==> src/rtl/dmem_store_buffer.sv <==
// Data-memory responder with a FIFO store buffer in front of a word RAM.
// Stores drain one per cycle when the RAM port is free; loads forward from the newest buffered store.
module dmem_store_buffer #(
  parameter int MEM_WORDS = 64,
  parameter int SB_DEPTH  = 4
) (
  input  logic                        clk,
  input  logic                        rst,
  input  logic                        memwrite,
  input  logic [31:0]                 dataadr,
  input  logic [31:0]                 writedata,
  input  logic                        mem_busy,
  output logic [31:0]                 readdata,
  output logic                        stall,
  output logic [$clog2(SB_DEPTH):0]   sb_count,
  output logic                        commit_valid,
  output logic [31:0]                 commit_addr,
  output logic [31:0]                 commit_data
);

  localparam int AW = $clog2(MEM_WORDS);
  localparam int PW = $clog2(SB_DEPTH);
  localparam int CW = PW + 1;

  logic [31:0]   r_mem [MEM_WORDS];
  logic [AW-1:0] r_sbIdx [SB_DEPTH];
  logic [31:0]   r_sbData [SB_DEPTH];
  logic [PW-1:0] r_headPtr;
  logic [PW-1:0] r_tailPtr;
  logic [CW-1:0] r_count;

  logic [AW-1:0] w_index;
  logic          w_push;
  logic          w_drain;
  logic          w_full;
  logic          w_fwdHit;
  logic [31:0]   w_fwdData;
  logic [PW-1:0] w_slot;
  logic          w_unusedAdrBits;

  assign w_index         = dataadr[AW+1:2];
  assign w_unusedAdrBits = ^{dataadr[31:AW+2], dataadr[1:0]};

  // A full buffer stalls even when a drain frees a slot this same cycle.
  assign w_full  = (r_count == CW'(SB_DEPTH));
  assign stall   = memwrite & w_full;
  assign w_push  = memwrite & ~w_full;
  assign w_drain = (r_count != '0) & ~mem_busy;

  always_ff @(posedge clk or negedge rst) begin
    if (!rst) begin
      r_headPtr <= '0;
      r_tailPtr <= '0;
      r_count   <= '0;
    end else begin
      if (w_push)  r_tailPtr <= r_tailPtr + PW'(1);
      if (w_drain) r_headPtr <= r_headPtr + PW'(1);
      case ({w_push, w_drain})
        2'b10:   r_count <= r_count + CW'(1);
        2'b01:   r_count <= r_count - CW'(1);
        default: r_count <= r_count;
      endcase
    end
  end

  // Buffer slots and RAM hold no reset; validity is tracked solely by the count.
  always_ff @(posedge clk) begin
    if (w_push) begin
      r_sbIdx[r_tailPtr]  <= w_index;
      r_sbData[r_tailPtr] <= writedata;
    end
    if (w_drain) r_mem[r_sbIdx[r_headPtr]] <= r_sbData[r_headPtr];
  end

  // Walk from oldest to newest so the youngest matching entry wins.
  always_comb begin
    w_fwdHit  = 1'b0;
    w_fwdData = '0;
    w_slot    = '0;
    for (int k = 0; k < SB_DEPTH; k++) begin
      w_slot = r_headPtr + PW'(k);
      if ((CW'(k) < r_count) && (r_sbIdx[w_slot] == w_index)) begin
        w_fwdHit  = 1'b1;
        w_fwdData = r_sbData[w_slot];
      end
    end
  end

  assign readdata     = w_fwdHit ? w_fwdData : r_mem[w_index];
  assign sb_count     = r_count;
  assign commit_valid = w_drain;
  assign commit_addr  = w_drain ? {{(30-AW){1'b0}}, r_sbIdx[r_headPtr], 2'b00} : 32'd0;
  assign commit_data  = w_drain ? r_sbData[r_headPtr] : 32'd0;

endmodule

==> config.mk <==
export PLATFORM = sky130hd
export DESIGN_NAME = dmem_store_buffer
export DESIGN_NICKNAME = d
export VERILOG_FILES = /design/src/rtl/dmem_store_buffer.sv
export SDC_FILE = /design/constraint.sdc
export NUM_CORES = 2
export LEC_CHECK = 0
export BUFFER_PORTS_ARGS = -buffer_cell sky130_fd_sc_hd__buf_4
export CORE_ASPECT_RATIO = 1.4
export CORE_MARGIN = 10
export CORE_UTILIZATION = 61
export CTS_BUF_LIST = sky130_fd_sc_hd__clkbuf_2 sky130_fd_sc_hd__clkbuf_4 sky130_fd_sc_hd__clkbuf_8
export DETAILED_ROUTE_END_ITERATION = 16
export GPL_TIMING_DRIVEN = 0
export PLACE_DENSITY = 0.79
export SLEW_MARGIN = 10
export SYNTH_ARGS = -nofsm -noshare
export SYNTH_HDL_FRONTEND = slang
export SYNTH_SLANG_ARGS = --single-unit
==> constraint.sdc <==
create_clock -name clk -period 5.7 [get_ports clk]
set_input_delay 1.14 -clock clk [delete_from_list [all_inputs] [get_ports clk]]
set_output_delay 1.14 -clock clk [all_outputs]
set_load 0.03 [all_outputs]
* Word-level counts from Yosys, hierarchy flattened
Memory sizes are Yosys's and may differ from the RTL's.
Cells that the tools add are included.
** Cells by class
- Add/subtract/negate cells :: 6
- Reduce and logical (&&, ||, !) cells :: 6
- Magnitude comparators :: 4
- Equality and inequality tests :: 7
- Shift-type cells :: 0
- Multiply operators :: 0
- Div/mod/pow operators :: 0
- Mux-type cells :: 16
- Bitwise gates (word level) :: 5
** Operator list (number)
- 32-bit two-way mux :: 6
- 6-bit == test :: 4
- 1-bit two-way mux :: 8
- 8-bit two-way mux :: 1
- 1-bit by 3-bit less-than comparator with 1-bit output, first input constant :: 2
- 2-bit by 3-bit less-than comparator with 1-bit output, first input constant :: 2
- 3-bit one-hot mux with 2 select lines :: 1
- 2-bit by 1-bit adder with 2-bit output, second input constant :: 2
- 2-bit adder, second input constant :: 2
- 1-bit logical AND :: 4
- 3-bit by 1-bit adder with 3-bit output, second input constant :: 1
- 1-bit bitwise AND :: 3
- 3-bit == test, second input constant :: 1
- 3-bit nonzero test :: 1
- 3-bit by 1-bit subtractor with 3-bit output, second input constant :: 1
- 2-bit by 1-bit == test with 1-bit output, second input constant :: 1
- 2-bit == test, second input constant :: 1
- 1-bit inverter :: 2
- 2-bit nonzero test :: 1
** Storage, ports and cells
- Bits in read-only memories :: 0
- Output and inout bits :: 101
- Flip-flop bits (word level) :: 7
- Memory bits (writable) :: 2200
- Word-level logic and storage cells :: 50
- Memories :: 3
- Bits in latches :: 0
** Memory list
- r_mem :: depth 64, width 32, rd ports 1, clocked after Yosys merged registers in 0, write ports 1, RTL line 25 : logic [31:0] r_mem [MEM_WORDS];
- r_sbData :: depth 4, width 32, rd ports 4, clocked after Yosys merged registers in 0, write ports 1, RTL line 27 : logic [31:0] r_sbData [SB_DEPTH];
- r_sbIdx :: depth 4, width 6, rd ports 4, clocked after Yosys merged registers in 0, write ports 1, RTL line 26 : logic [AW-1:0] r_sbIdx [SB_DEPTH];

* Longest topological paths before layout
An unclocked memory read counts as a cell.
- Depth after elaboration :: 8
- Mapped depth :: 12
- Gate-level depth less buffers :: 8

* Worst setup path after synthesis
Ideal clock, no wire load.
- Kind :: flip-flop to output port
- From :: reg r_headPtr[0]
- To :: out readdata[1]
- Required time :: 4.560 ns
- Cell stages (with the launch flop) :: 11
- Arrival time :: 3.921 ns
- Slack :: 0.639 ns
- Cell sequence :: dfrtp_1 buf_6 buf_6 buf_6 buf_2 buf_2 mux2i_1 a21oi_1 inv_1 o211ai_1 a31o_1
** Between the ends
- Longest elaborated chain between the ends :: 8
- Elaborated cells on any way between the ends :: 22
- Those cells by class :: add/sub (3); eq/ne (4); mux (9); reduce/logical (4); memory (2)
** Ends and longest elaborated chain
- start: declaration :: RTL line 28 : logic [PW-1:0] r_headPtr;
- start signal: assignment :: RTL line 57 : if (w_drain) r_headPtr <= r_headPtr + PW'(1);
- 2-bit by 1-bit adder with 2-bit output / memory 4 x 6 bit (equally long branches)
- memory 4 x 6 bit / 6-bit == test (equally long branches)
- 6-bit == test / 1-bit logical AND (equally long branches) :: RTL line 82 : if ((CW'(k) < r_count) && (r_sbIdx[w_slot] == w_index)) begin
- 1-bit logical AND, or another cell as far along :: RTL line 82
- 32-bit two-way mux / 1-bit two-way mux (equally long branches) (3 in a row) :: RTL line 82
- 32-bit two-way mux * :: RTL line 89 : assign readdata = w_fwdHit ? w_fwdData : r_mem[w_index];
- end: declaration :: RTL line 13 : output logic [31:0] readdata,
Mark *: on every way between the ends. The rest lies on a longest branch, timed or not.

* Final worst setup path
- From :: in dataadr[6]
- To :: out readdata[21]
** Between the ends
- Longest elaborated chain between the ends :: 7
- Elaborated cells on any way between the ends :: 18
- Those cells by class :: eq/ne (4); mux (9); reduce/logical (4); memory (1)
** Ends and longest elaborated chain
- start: declaration :: RTL line 10 : input logic [31:0] dataadr,
- 6-bit == test :: RTL line 82
- 1-bit logical AND :: RTL line 82
- 32-bit two-way mux / 1-bit two-way mux (equally long branches) (4 in a row) :: RTL line 82
- 32-bit two-way mux * :: RTL line 89
Marked as above.

==> metrics.txt <==
status=finished, violations left; failing checks=negative setup slack; worst r2r src=r_headPtr[1]; maximum clock rate=173 MHz; initial core utilization=between 60 and 70%; Critical path destination=readdata[21]; worst path required time=4.56 ns; critical path class=input port to output pin; initial antenna violation count=12; Filler cells=approximately 8,100; root buf cell=clkbuf_8; Register Area=~0.066 mm²; Seq/Total Area, Yosys=between 70% and 80%; row count=~170; clk_skew=0.0637 ns; origin of the worst setup path=dataadr[6]; Slew @ Worst Pin=approximately 1.4 ns; main combinational cell family by area after synthesis=multiplexers; DIE WIDTH=roughly 340 µm; Synth Area per Inst=around 22 µm²; Pleak=about 32 nW; largest net degree at the start of global routing=65; dominant synthesized flop cell=edfxtp_1; headroom to the max-slew limit=under 10%; number of setup violations in the final report=8; crit path capture type=output pin; fin crit share=101%; DIE AREA=roughly 0.16 mm²; commonest non-fill, non-tap cell in the layout=edfxtp_1; most frequent cells in the layout=edfxtp_1, mux4_2, clkbuf_8; Synth Area in XOR/XNOR=0.357%; Synth Register Bits=2,207; CTS Buffer Depth=4; crit-path max FO=10; Overall Power=46.0 mW; Routed Antenna Nets=0; GRT Total Usage=between 30% and 40%; final slew viol count=0; Worst Setup Start Kind=input port; Arr. time, crit path=between 4 and 5 ns; Final Instance Area=slightly above 0.1 mm²; Routed WL=approximately 250,000 µm; via count=between 40,000 and 50,000; # port buffers=between 100 and 150; vias per cell=between 7 and 8; Max-Cap Viols=0; Clk Latency, worst-skew pair=between 1 and 1.5 ns; setup_tns=-0.344 ns; min cycle time layout=between 5 and 6 ns; DR WL/cell=about 37 µm; Core Area=between 0.1 and 0.15 mm²; # placed instances=around 6,200; post-synthesis mux area share=a little under a fifth; reg2reg end=r_mem[17][30]; Die Span Y=approximately 470 µm; CTS Buf Count=315; Finished Layout Cells=6,769; PD cells=between 400 and 500 mW/mm²; area grow syn2layout=14.2%; placed instance area=about 0.094 mm²; HP Class=input port to flip-flop; Netlist cell types=60; vias in the first global route=between 40,000 and 50,000; Final #Nets=between 4,000 and 5,000; area of the multi-input gates=about 0.021 mm²; Overflow after GRT=0; warnings from Yosys=0; clk sink count=between 2,000 and 2,500; peak supply drop=0.558 mV; Hold WS=around 0.32 ns; Placer Congestion=about 0.97; # IOs=169; Async S/R FF share, synth=less than 1%; compound-cell area share of the yosys netlist=between 2 and 2.5%; FF-to-FF path depth=9; number of enable flip-flop cells after synthesis=approximately 2,200; share of cells above drive strength 1=between 30% and 40%; Clk pin slew, worst setup/hold paths=around 0.070 ns; synthesized instance count=4,067; DRC=0; first-pass GRT wire length=around 360,000 µm; Adder-Cell Fraction of Synth Area=less than 1%; worst setup margin=-0.0847 ns; area of the mapped netlist=slightly below 0.09 mm²; Initial DRT Pass Iterations=6; H-tree lvl count=5; area share of and/or/nand/nor cells after synthesis=1.72%; detailed placement HPWL=between 150,000 and 200,000 µm; flop-to-flop setup slack=0.72 ns; Final Hold Viols=0; 1st-iter DRT viols=roughly 7,200; TritonCTS clock tree=done
## kinds of logic after synthesis
family,after synthesis
compound gates,331
xor+xnor,36
fa+ha+maj,9
flops,2207
buf+inv,309
simple gates,362
mux,812
other cells,1
## cell type report
class,instances,area share [%]
Antenna cell,7,0.0174
Buffer,268,1.77
Clock buffer,407,5.01
Clock inverter,121,0.902
Inverter,41,0.153
Multi-Input combinational cell,1577,21.0
Sequential cell,2207,65.7
Tap cell,1920,2.38
Timing Repair Buffer,221,3.01
## power by group
group | switching [mW] | internal, mW
clock | 5.82 | 6.41
sequential | 0.284 | 22.0
combinational | 8.41 | 3.13
total | 14.5 | 31.5
## worst min path at each step
stage                   from         endpoint  depth (start not counted)
6_report       writedata[20]  r_sbData[1][20]                          1
5_1_grt        writedata[20]  r_sbData[1][20]                          1
2_1_floorplan   r_tailPtr[1]     r_tailPtr[1]                          2
3_3_place_gp     sb_count[1]      sb_count[1]                          2
4_1_cts        writedata[23]  r_sbData[2][23]                          1
3_5_place_dp     sb_count[1]      sb_count[1]                          2
## registers in the layout (all words and copies together), names as in the netlist
register	flops
r_headPtr	2
r_tailPtr	2
sb_count	3
r_mem	2048
r_sbData	128
r_sbIdx	24
## synth_stat cells, types with 12 or more instances
library cell  number  area share, %
buf_1             26           0.11
a211oi_1          25           0.21
mux2i_1           98            1.1
mux4_2           643             16
inv_1             40           0.17
clkbuf_1          92           0.39
nand3_1           23           0.13
a22o_1            16           0.16
buf_2             75           0.43
o211ai_1          34           0.29
edfxtp_1        2200             75
buf_6             27           0.34
nand2_1          114           0.48
mux2_2            65           0.83
a22oi_1           20           0.17
a221oi_1          15           0.15
o2bb2ai_1         15           0.15
xnor2_1           24           0.24
a21oi_1           79           0.45
xor2_1            12           0.12
nor2_1           169           0.72
buf_4             48           0.41
o21ai_0           94           0.53
nor3_1            21           0.12
## stage by stage
stage | utilization [%] | setup slack [ns]
CTS | 69.8 | 0.00488
global placement | 63.6 | -1.79
global route | 69.9 | -0.00191
detailed placement | 65.4 | -1.17
finish | 70.0 | -0.0847
floorplan | - | 0.639
## per-layer routing
layer	share of wire [%]	track usage, %
met3	13	9.27
met4	7.7	20.4
met5	0.021	0
met1	31	37.7
met2	48	50.3
## critical path, cell delays in order
cell      delay, ns
buf_4          0.11
buf_2          0.33
buf_2          0.50
nor2b_1        0.19
buf_1          0.51
clkbuf_1       0.95
a22oi_1        0.27
nand2_1        0.25
a221o_1        0.19
buf_4          0.17
## repair_timing
action	4_1_cts	5_1_grt
cloned	0	1
endpoints found under the hold margin	7	0
gates resized for setup	159	61
endpoints found under the setup margin	32	29
pin swaps	1	2
buffers inserted	0	2
hold buffers	1	0
Power figures use the tool's default switching activity.
